===== config.mk =====
export PLATFORM = sky130hd
export DESIGN_NAME = fetch_redirect
export DESIGN_NICKNAME = d
export VERILOG_FILES = /design/src/rtl/fetch_redirect_pkg.sv /design/src/rtl/fetch_redirect.sv
export SDC_FILE = /design/constraint.sdc
export NUM_CORES = 1
export LEC_CHECK = 0
export ABC_AREA = 0
export ABC_CLOCK_PERIOD_IN_PS = 7600
export BUFFER_PORTS_ARGS = -buffer_cell sky130_fd_sc_hd__buf_2
export CORE_MARGIN = 3
export CORE_UTILIZATION = 55
export DETAILED_ROUTE_END_ITERATION = 8
export GPL_TIMING_DRIVEN = 0
export PLACE_DENSITY = 0.94
export SYNTH_ARGS = -nofsm -noshare
export SYNTH_HDL_FRONTEND = slang
export SYNTH_SLANG_ARGS = --single-unit

===== constraint.sdc =====
create_clock -name clk -period 7.6 [get_ports clk]
set_input_delay 1.52 -clock clk [delete_from_list [all_inputs] [get_ports clk]]
set_output_delay 1.52 -clock clk [all_outputs]
set_load 0.05 [all_outputs]

===== src/rtl/fetch_redirect_pkg.sv =====
// Shared fetch-side types and bundle geometry, also used by branch execute and decode.
package fetch_redirect_pkg;

    typedef enum logic [1:0] {
        RUN    = 2'd0,
        DRAIN  = 2'd1,
        HALTED = 2'd2
    } fetch_state_e;

    localparam logic [31:0] BUNDLE_BYTES = 32'd16;
    localparam logic [31:0] BUNDLE_MASK  = 32'hFFFF_FFF0;

endpackage


===== src/rtl/fetch_redirect.sv =====
// Fetch PC owner: sequential bundle requests, branch redirects with squash pulses,
// and the ecall/ebreak halt sequence.
module fetch_redirect
    import fetch_redirect_pkg::*;
#(
    parameter logic [31:0] RESET_PC   = 32'h0000_0000,
    parameter int unsigned HALT_DRAIN = 2
) (
    input  logic        clk,
    input  logic        rst,
    input  logic        stall,
    input  logic        br_taken,
    input  logic [31:0] br_new_pc,
    input  logic        br_dont_squash_dec,
    input  logic        br_dont_squash_exec,
    input  logic        br_halt,
    output logic        imem_req,
    output logic [31:0] imem_addr,
    input  logic        imem_gnt,
    output logic        fetch_valid,
    output logic [31:0] fetch_pc,
    output logic        squash_dec,
    output logic        squash_exec,
    output logic        halted
);

    localparam logic [3:0] DRAIN_LAST = 4'(HALT_DRAIN - 1);

    fetch_state_e state_q, state_d;
    logic [31:0]  pc_q, pc_d;
    logic         redirect_pend_q, redirect_pend_d;
    logic [3:0]   drain_cnt_q, drain_cnt_d;
    logic         fetch_valid_q, fetch_valid_d;
    logic [31:0]  fetch_pc_q, fetch_pc_d;

    always_ff @(posedge clk or posedge rst) begin
        if (rst) begin
            state_q         <= RUN;
            pc_q            <= RESET_PC;
            redirect_pend_q <= 1'b0;
            drain_cnt_q     <= 4'd0;
            fetch_valid_q   <= 1'b0;
            fetch_pc_q      <= 32'd0;
        end else begin
            state_q         <= state_d;
            pc_q            <= pc_d;
            redirect_pend_q <= redirect_pend_d;
            drain_cnt_q     <= drain_cnt_d;
            fetch_valid_q   <= fetch_valid_d;
            fetch_pc_q      <= fetch_pc_d;
        end
    end

    assign imem_addr   = pc_q & BUNDLE_MASK;
    assign fetch_valid = fetch_valid_q;
    assign fetch_pc    = fetch_pc_q;
    assign halted      = (state_q == HALTED);

    always_comb begin
        state_d         = state_q;
        pc_d            = pc_q;
        redirect_pend_d = redirect_pend_q;
        drain_cnt_d     = drain_cnt_q;
        fetch_valid_d   = 1'b0;
        fetch_pc_d      = fetch_pc_q;
        imem_req        = 1'b0;
        squash_dec      = 1'b0;
        squash_exec     = 1'b0;

        unique case (state_q)
            RUN: begin
                // Combinational outputs are masked while reset is held.
                imem_req = ~rst;
                if (br_halt) begin
                    squash_dec      = ~rst;
                    squash_exec     = ~rst;
                    state_d         = DRAIN;
                    drain_cnt_d     = 4'd0;
                    redirect_pend_d = 1'b0;
                end else if (br_taken) begin
                    squash_dec      = ~rst & ~br_dont_squash_dec;
                    squash_exec     = ~rst & ~br_dont_squash_exec;
                    // This cycle's grant was for the old path and is discarded.
                    pc_d            = br_new_pc & BUNDLE_MASK;
                    redirect_pend_d = 1'b1;
                end else if (imem_gnt) begin
                    redirect_pend_d = 1'b0;
                    if (!stall) begin
                        fetch_valid_d = 1'b1;
                        fetch_pc_d    = imem_addr;
                        pc_d          = imem_addr + BUNDLE_BYTES;
                    end
                end
            end
            DRAIN: begin
                if (drain_cnt_q == DRAIN_LAST) begin
                    state_d = HALTED;
                end else begin
                    drain_cnt_d = drain_cnt_q + 4'd1;
                end
            end
            HALTED: begin
                state_d = HALTED;
            end
            default: begin
                state_d = RUN;
            end
        endcase
    end

endmodule

==> qor.yml <==
design.core.area_mm2: 0.00613
clock_latency_ps: 350
synth_area_leader_cell: "dfrtp_1"
post-route-period-util: 0.624
vias: 3494
clockBufferDepth: 2
synth_compound_area_frac: 0.170
yosysMostFrequentCell: "dfrtp_1"
ant_nets: 0
cellLeakagePower_nw: 2.10
setup_viol: 0
initial_utilization: 0.586
p_per_area_mw_per_mm2: 446
synth_fa_ha_area_frac: 0.0244
rows: 28
grt_usage: 0.287
p_int_w: 0.000939
synth-seq-cells: 63
top_level_ports: 109
worstMarginPinSlew_ps: 865
yosysSeqAreaShare: 0.439
whs_ps: 501
fp.dieW_um: 86.8
drtIter0Drc: 312
crit_path_start_kind: "primary input"
ir_worst_vdd_uv: 393
max_cap_viol_count: 0
drive_gt1_frac: 0.372
wl_met2_um: 5100
clkSinkCount: 63
combinationalPowerShare: 0.517
synth_xor_area_frac: 0.00244
die_h_um: 86.8
syn_area_mm2: 0.00359
slew_headroom: 0.419
power.share.clock: 0.172
cpPeakStageDelay_ps: 520
met1Wirelength_um: 4020
setup_tns_ps: 0
h-tree-depth: 3
p_total_w: 0.00198
dp.cells: 537
cts.repair.resized: 0
clk_pin_slew_ps: 60
antenna_found_initial: 0
place.gp.congestion: 0.951
area_delta_synth_final_pct: 23.4
synthSimpleGateAreaFrac: 0.196
grt_max_degree: 41
dr.pass1.iters: 5
nNetsFinal: 520
cp_top_family: "buffers and inverters"
ys_top_cells_by_area: "dfrtp_1 44%, mux2_2 9.4%, a21oi_1 3.8%"
cp_cell_sequence: "buf_2 -> buf_1 -> clkbuf_1 -> a21oi_1 -> nor2_1 -> buf_2"
skew_ps: 14.5
status: "finished clean"
synthTopCellsByCount: "63 x dfrtp_1, 30 x mux2_2, 27 x a21oi_1, 21 x o21ai_0, 16 x nor2_1"
post_cts_buffers: 0
cts-buffers-inserted: 9
maxSlewViolCount: 0
wl_per_cell_um: 19.0
critPathBufInv: 4
finalWirelength_um: 10500
synth_ff_type: "dfrtp_1"
yosysTopAreaCellShare: 0.439
port_buffers: 94
rsz0062_at_grt: "no"
tritoncts: "built"
route.detailed.drc: 0
hpwl_um: 7540
route.met3.wl_um: 978
crit_arrival_ps: 3220
instances_no_fill: 553
dieArea_mm2: 0.00754
path_class: "in2out"
routed.top_layer: "met4"
critPathMostFrequentCell: "buf_2"
synth-async-reset-ratio: 1.00
swShare: 0.525
power_switching_w: 0.00104
grt_pass1_wl_um: 16800
grt_pass1_vias: 3437
hold_violations: 0
grt_overflow: 0
period_needed_ps: 4740
syn_inst: 360
end_kind: "output pin"
via_per_inst: 6.32
antenna_cells: 0
synthMuxAreaShare: 0.102
ys_types: 55
synth_top_family_by_area: "simple AND/OR/NAND/NOR gates"
cp_max_fo: 10
avgSynthCellArea_um2: 9.98
synth_edf_count: 0
max_clock_freq_mhz: 211
postCtsHoldBufs: 0
clockRootBuffer: "clkbuf_8"
pwr-share-seq: 0.310
slowest_stage: "clkbuf_1"
crit_required_ps: 6080
yosys_warnings: 0
min_path_type: "reg2reg"
==> stage by stage <==
stage          utilization  setup slack, ps  cell area (um2)
2_1_floorplan            -             2270             3620
4_1_cts              0.723             2930             4430
3_3_place_gp         0.682             1970             4180
3_5_place_dp         0.686             2930             4200
6_report             0.723             2860             4430
5_1_grt              0.723             2770             4430
==> kinds of logic (layout without fill, tap and decap cells) <==
| logic type | Yosys count | after routing |
|---|---|---|
| buffers and inverters | 49 | 160 |
| multiplexers | 33 | 33 |
| AND/OR/NAND/NOR | 115 | 115 |
| AO/OA/AOI/OAI | 91 | 91 |
| other | 1 | 8 |
| XOR/XNOR | 1 | 1 |
| adder cells (fa/ha/maj) | 7 | 7 |
| flip-flops | 63 | 63 |
==> placed cells by master (no fill, tap or decap), drive strengths merged, types with 2 or more instances in the layout <==
cell type,Yosys,routed
nor2,17,17
nor4,9,9
nand3,14,14
a21oi,28,28
inv,13,14
a32oi,3,3
clkbuf,11,21
o211ai,4,4
mux2i,3,3
buf,25,120
ha,7,7
or3,5,5
a311o,2,2
clkinvlp,0,2
conb,1,8
nand4,14,14
mux2,30,30
a211oi,6,6
a221oi,2,2
bufinv,0,2
o311ai,2,2
a41o,6,6
nor3b,3,3
and4,9,9
and2,5,5
o22ai,5,5
a311oi,3,3
nor2b,3,3
nand2b,4,4
o21ai,22,22
dfrtp,63,63
and3,9,9
nand2,14,14
nor3,5,5
==> layer usage <==
metal / vias to the layer above / GRT usage
met3: 49 / 0.0770
met2: 208 / 0.473
met4: 0 / 0.146
met1: 1677 / 0.345
li1: 1560 / -
met5: - / 0
==> worst paths after layout <==
path	from	to	slack, ps	cells after the start
setup / recovery	br_taken	squash_exec	2860	6
hold / removal	fetch_pc[24]	fetch_pc[24]	500	1
setup reg to reg	state_q[0]	fetch_pc[15]	5300	6
min in group asynchronous	rst	fetch_pc[16]	1210	2
max in group asynchronous	rst	pc_q[31]	5780	3
hold reg to reg	fetch_pc[24]	fetch_pc[24]	500	1
==> area by class of cell <==
type                    instances  area (um2)
multi-input cells             255        1810
fillers                       448        1700
flip-flops and latches         63        1580
repair buffers                 95         490
plain buffers                  36         184
clock buffers                  10         138
well taps                      75        93.8
clock inverters                 6        92.6
inverters                      13        48.8
==> state kept, by name, indices dropped and copies added (netlist names) <==
signal / cells
drain_cnt_q: 4
fetch_pc: 28
fetch_valid: 1
pc_q: 28
state_q: 2
==> power groups by stage <==
stage | Sequential (W) | Combinational, W | Clock (W)
after global routing | 0.000633 | 0.00108 | 0.000355
after floorplan | 0.00101 | 0.000361 | 0
final | 0.000614 | 0.00102 | 0.000341
after detailed placement | 0.000615 | 0.00102 | 0
after CTS | 0.000609 | 0.00102 | 0.000342
after global placement | 0.000602 | 0.000986 | 0
Power figures use the tool's default switching activity.
